[src/rtl/pe_seq_ctrl.sv]
// Sequencer for one convolution PE: loads weights and samples from valid/ready streams,
// enables the PE until done (or timeout), then returns the captured partial sums.
module pe_seq_ctrl #(
    parameter int unsigned DATA_WIDTH  = 8,
    parameter int unsigned INPUT_SIZE  = 8,
    parameter int unsigned WEIGHT_SIZE = 3,
    parameter int unsigned TIMEOUT     = 64,
    localparam int unsigned PSUM_W     = 2*DATA_WIDTH + 2,
    localparam int unsigned NUM_PSUM   = INPUT_SIZE - 2
) (
    input  logic                                         clk_i,
    input  logic                                         rst,
    input  logic                                         start,
    input  logic                                         keep_w,
    input  logic                                         w_valid,
    output logic                                         w_ready,
    input  logic [DATA_WIDTH-1:0]                        w_data,
    input  logic                                         d_valid,
    output logic                                         d_ready,
    input  logic [DATA_WIDTH-1:0]                        d_data,
    output logic                                         pe_en,
    output logic [WEIGHT_SIZE-1:0][DATA_WIDTH-1:0]       pe_weight_o,
    output logic [INPUT_SIZE-1:0][DATA_WIDTH-1:0]        pe_data_o,
    input  logic [NUM_PSUM-1:0][PSUM_W-1:0]              pe_psum_i,
    input  logic                                         pe_done_i,
    output logic                                         m_valid,
    input  logic                                         m_ready,
    output logic [NUM_PSUM-1:0][PSUM_W-1:0]              m_psum,
    output logic                                         busy,
    output logic                                         err_timeout
);

    localparam int unsigned WC_W = $clog2(WEIGHT_SIZE + 1);
    localparam int unsigned DC_W = $clog2(INPUT_SIZE + 1);
    localparam int unsigned TC_W = $clog2(TIMEOUT + 1);

    typedef enum logic [2:0] {
        IDLE,
        LOAD_W,
        LOAD_D,
        RUN,
        DRAIN
    } state_t;

    state_t                                  state;
    state_t                                  state_next;
    logic [WC_W-1:0]                         w_cnt;
    logic [DC_W-1:0]                         d_cnt;
    logic [TC_W-1:0]                         tmo_cnt;
    logic                                    w_loaded;
    logic [WEIGHT_SIZE-1:0][DATA_WIDTH-1:0]  w_buf;
    logic [INPUT_SIZE-1:0][DATA_WIDTH-1:0]   d_buf;
    logic                                    w_fire;
    logic                                    d_fire;
    logic                                    w_last;
    logic                                    d_last;
    logic                                    done_hit;
    logic                                    tmo_hit;

    assign pe_weight_o = w_buf;
    assign pe_data_o   = d_buf;

    // State register
    always_ff @(posedge clk_i or posedge rst) begin
        if (rst) begin
            state <= IDLE;
        end else begin
            state <= state_next;
        end
    end

    // Next-state decode; ready strobes are registered so the fire terms use their current value
    always_comb begin
        state_next = state;
        w_fire     = w_valid && w_ready;
        d_fire     = d_valid && d_ready;
        w_last     = (w_cnt == WC_W'(WEIGHT_SIZE - 1));
        d_last     = (d_cnt == DC_W'(INPUT_SIZE - 1));
        done_hit   = 1'b0;
        tmo_hit    = 1'b0;
        case (state)
            IDLE: begin
                if (start) begin
                    state_next = (keep_w && w_loaded) ? LOAD_D : LOAD_W;
                end
            end
            LOAD_W: begin
                if (w_fire && w_last) begin
                    state_next = LOAD_D;
                end
            end
            LOAD_D: begin
                if (d_fire && d_last) begin
                    state_next = RUN;
                end
            end
            RUN: begin
                if (pe_done_i) begin
                    done_hit   = 1'b1;
                    state_next = DRAIN;
                end else if (tmo_cnt == TC_W'(TIMEOUT - 1)) begin
                    tmo_hit    = 1'b1;
                    state_next = IDLE;
                end
            end
            DRAIN: begin
                if (m_valid && m_ready) begin
                    state_next = IDLE;
                end
            end
            default: state_next = IDLE;
        endcase
    end

    // Registered outputs, buffers and counters
    always_ff @(posedge clk_i or posedge rst) begin
        if (rst) begin
            w_ready     <= 1'b0;
            d_ready     <= 1'b0;
            pe_en       <= 1'b0;
            m_valid     <= 1'b0;
            busy        <= 1'b0;
            err_timeout <= 1'b0;
            m_psum      <= '0;
            w_cnt       <= '0;
            d_cnt       <= '0;
            tmo_cnt     <= '0;
            w_loaded    <= 1'b0;
            w_buf       <= '0;
            d_buf       <= '0;
        end else begin
            w_ready     <= (state_next == LOAD_W);
            d_ready     <= (state_next == LOAD_D);
            pe_en       <= (state_next == RUN);
            m_valid     <= (state_next == DRAIN);
            busy        <= (state_next != IDLE);
            err_timeout <= tmo_hit;

            if (done_hit) begin
                m_psum <= pe_psum_i;
            end

            if (state != LOAD_W && state_next == LOAD_W) begin
                w_cnt <= '0;
            end else if (w_fire) begin
                w_cnt <= w_cnt + WC_W'(1);
            end
            for (int i = 0; i < int'(WEIGHT_SIZE); i++) begin
                if (w_fire && w_cnt == WC_W'(i)) begin
                    w_buf[i] <= w_data;
                end
            end
            if (w_fire && w_last) begin
                w_loaded <= 1'b1;
            end

            // Cleared on every LOAD_D entry, including the weight-reuse path from IDLE
            if (state != LOAD_D && state_next == LOAD_D) begin
                d_cnt <= '0;
            end else if (d_fire) begin
                d_cnt <= d_cnt + DC_W'(1);
            end
            for (int i = 0; i < int'(INPUT_SIZE); i++) begin
                if (d_fire && d_cnt == DC_W'(i)) begin
                    d_buf[i] <= d_data;
                end
            end

            if (state != RUN && state_next == RUN) begin
                tmo_cnt <= '0;
            end else if (state == RUN && !pe_done_i) begin
                tmo_cnt <= tmo_cnt + TC_W'(1);
            end
        end
    end

endmodule

[config.mk]
export PLATFORM = sky130hd
export DESIGN_NAME = pe_seq_ctrl
export DESIGN_NICKNAME = d
export VERILOG_FILES = /design/src/rtl/pe_seq_ctrl.sv
export SDC_FILE = /design/constraint.sdc
export NUM_CORES = 1
export LEC_CHECK = 0
export CAP_MARGIN = 25
export CORE_MARGIN = 1
export CORE_UTILIZATION = 44
export CTS_CLUSTER_SIZE = 20
export DETAILED_ROUTE_END_ITERATION = 10
export PLACE_DENSITY = 0.83
export REMOVE_ABC_BUFFERS = 1
export SLEW_MARGIN = 30
export SYNTH_ARGS = -nofsm -noshare
export SYNTH_HDL_FRONTEND = slang
export SYNTH_SLANG_ARGS = --single-unit
[constraint.sdc]
create_clock -name clk_i -period 9.8 [get_ports clk_i]
set_input_delay 2.45 -clock clk_i [delete_from_list [all_inputs] [get_ports clk_i]]
set_output_delay 2.45 -clock clk_i [all_outputs]
set_load 0.05 [all_outputs]
==> results.md <==
- Outcome: finished clean
- Drt pass-1 iters: 4
- Row count: 50
- Initial core utilization: 44.89%
- Per-cell routed wire length: between 15 and 20 um
- Pins Over Slew Limit: 0
- Resize count post-CTS: 0
- Seq/Total Area, Yosys: 65.04%
- Setup TNS: 0 ps
- Maximum VDD drop: 0.2625 mV
- Tmin final: 4238 ps
- Area Growth Syn to Fin: 51.22%
- Worst R2R Path Depth: 5
- Area share of the largest cell type after synthesis: between 60% and 70%
- Layout cells sized above 1: between 20% and 30%
- Clock sink count: between 200 and 250
- Global-route total usage across every layer: 21.91%
- Yosys warnings: 0
- Worst-Margin Slew: about 760 ps
- Avg Cell Area, Syn: ~16 um^2
- Most frequent cell after synthesis: dfrtp_1
- Endpoint class of the critical path: output port
- Final Hold Violating Endpoints: 0
- CP max stage delay: roughly 870 ps
- Ant diodes: 0
- Hold Path Class: reg2reg
- Crit-path leading delay family: buffers and inverters
- Final hold slack: 459.1 ps
- Fin nets: approximately 1000
- Final Wtd Congestion: 0.7568
- Number of fill cells: about 1300
- Leakage power: 5.656 nW
- Post-DR vias/cell: around 5.0
- Post-DP HPWL: between 15000 and 20000 um
- Number of cells on the critical path: 1
- Core region area: 18770 um^2
- Reg clk slew, reported paths: approximately 60 ps
- RSZ-0062 raised after global routing: no
- Die X: 140.4 um
- Pwr Density: 377.1 nW/um^2
- Post-route ant nets: 0
- Hold Crit Depth: 1
- CTS Hold Buffers Added: 0
- Main synth FF type: dfrtp_1
- DP Area: around 12000 um^2
- Die Y: 140.4 um
- Yosys reg bits: 219
- Synth cell count leaders: 219 x dfrtp_1, 197 x mux2_2, 13 x buf_2
- Slowest-stage cell, CP: clkdlybuf4s50_1
- Num CTS Buffers: 23
- CP bufs+invs: 1
- Async S/R FF share, synth: between 90% and 100%
- Die ar.: 19710 um^2
- DR iter-0 viols: between 100 and 150
- Synth Cell Area: roughly 8400 um^2
- Input/output buffers: 333
- CTS tree: built
- Synth top area cells: dfrtp_1 65%, mux2_2 26%, ha_1 1.2%
- Bufs on Longest Clock Path: 3
- H-tree Lvls: 1
- First-pass GRT wire length: 33380 um
- CTS Root Cell: clkbuf_16
- Synth unique cells: 36
- Clk_lat worst skew: 500 ps
- Achievable frequency: 236.0 MHz
- Crit Path Category: reg2out
- Largest net degree at the start of global routing: about 140
- Area leader, netlist: dfrtp_1
- Cells after Synth: ~530
- Crit share post-route: a little over two fifths
- Grt ovf: 0
- Antenna violations before repair: 0
- Critical path cell sequence: clkdlybuf4s50_1
- IO Count: about 330
- CP arrival: approximately 1800 ps
- Vias: approximately 5600
- Startpoint class of the critical path: register
- Post-layout instance area: about 13000 um^2
- Setup Skew: ~18 ps
- Max cap viols: 0
- Setup violators final: 0
- Post-route DRC: 0
- Vias in the first global route: between 6000 and 7000
- CP required: around 7400 ps
- Detailed Route WL: 21440 um
- CP max FO: 7
- Post-CTS Repair Setup Buffers: 0
- Post-synth EDFFs: 0
- Max transition margin: between 40% and 50%
==> area by class of cell <==
class / count / area (um^2) / share of cell area, %
Clock inverter: 8 / 122.6 / 0.9624
Sequential cell: 219 / 5480 / 43.01
Multi-Input combinational cell: 285 / 2831 / 22.22
Clock buffer: 30 / 611.8 / 4.802
Tap cell: 234 / 292.8 / 2.298
Inverter: 7 / 38.79 / 0.3044
Timing Repair Buffer: 336 / 3363 / 26.40
==> final timing paths <==
check                               from    endpoint  slack [ps]
min in group asynchronous            rst  m_psum[26]        2460
max in group asynchronous            rst   m_psum[3]        6050
worst max-delay path             w_ready     w_ready        5560
worst max register to register  state[2]   m_psum[2]        7620
worst min-delay path            w_loaded    w_loaded         460
worst min register to register  w_loaded    w_loaded         460
==> power breakdown <==
| group | switching (mW) | internal, mW | leakage (nW) |
|---|---|---|---|
| Combinational | 1.58 | 0.911 | 2.54 |
| Sequential | 0.200 | 1.26 | 2.77 |
| Clock | 0.338 | 0.517 | 0.348 |
| Total | 2.12 | 2.69 | 5.66 |
==> cells in the final DEF (no fill, tap or decap), types with 3 or more instances in the layout <==
master / n
xnor2_1: 3
ha_1: 8
and2_1: 4
nand2_1: 10
nor2_1: 11
o21ai_0: 3
clkbuf_16: 23
mux2_2: 197
dfrtp_1: 219
nand3_1: 8
and3_1: 3
xor2_1: 6
a21oi_1: 5
nand2_2: 4
nand4_1: 3
clkdlybuf4s50_1: 333
inv_1: 6
bufinv_16: 3
clkbuf_1: 6
clkinvlp_4: 3
==> metrics by stage <==
stage          utilization [%]  worst slack (ps)  power (mW)  instances
3_3_place_gp             63.91              5004       3.926       1081
2_1_floorplan                -              1357       3.089        511
3_5_place_dp             63.95              5265       3.963       1081
5_1_grt                  67.89              5498       4.997       1119
6_report                 67.89              5562       4.804       1119
4_1_cts                  67.86              5541       4.842       1119
==> registers in the layout, summed over array words and instances (netlist names), 2 cells and up <==
| register | cells |
|---|---|
| m_psum | 108 |
| pe_data_o | 64 |
| pe_weight_o | 24 |
| tmo_cnt | 7 |
| d_cnt | 4 |
| state | 3 |
| w_cnt | 2 |
==> metal layers <==
| layer | up-vias | part of all wire, % | track usage [%] |
|---|---|---|---|
| li1 | 2551 | - | - |
| met4 | 0 | 2.3 | 5.899 |
| met2 | 244 | 48 | 36.05 |
| met3 | 39 | 11 | 9.538 |
| met5 | - | 0 | 0 |
| met1 | 2804 | 39 | 26.23 |
==> cell families after synthesis <==
logic type               after synthesis  synth area share (%)
AO/OA/AOI/OAI                         13                 1.173
XOR/XNOR                               9                0.9356
adder cells (fa/ha/maj)                8                 1.188
buffers and inverters                 23                 1.351
flip-flops                           219                 65.04
multiplexers                         199                 26.57
AND/OR/NAND/NOR                       56                 3.742
(Power assumes the default switching activity.)
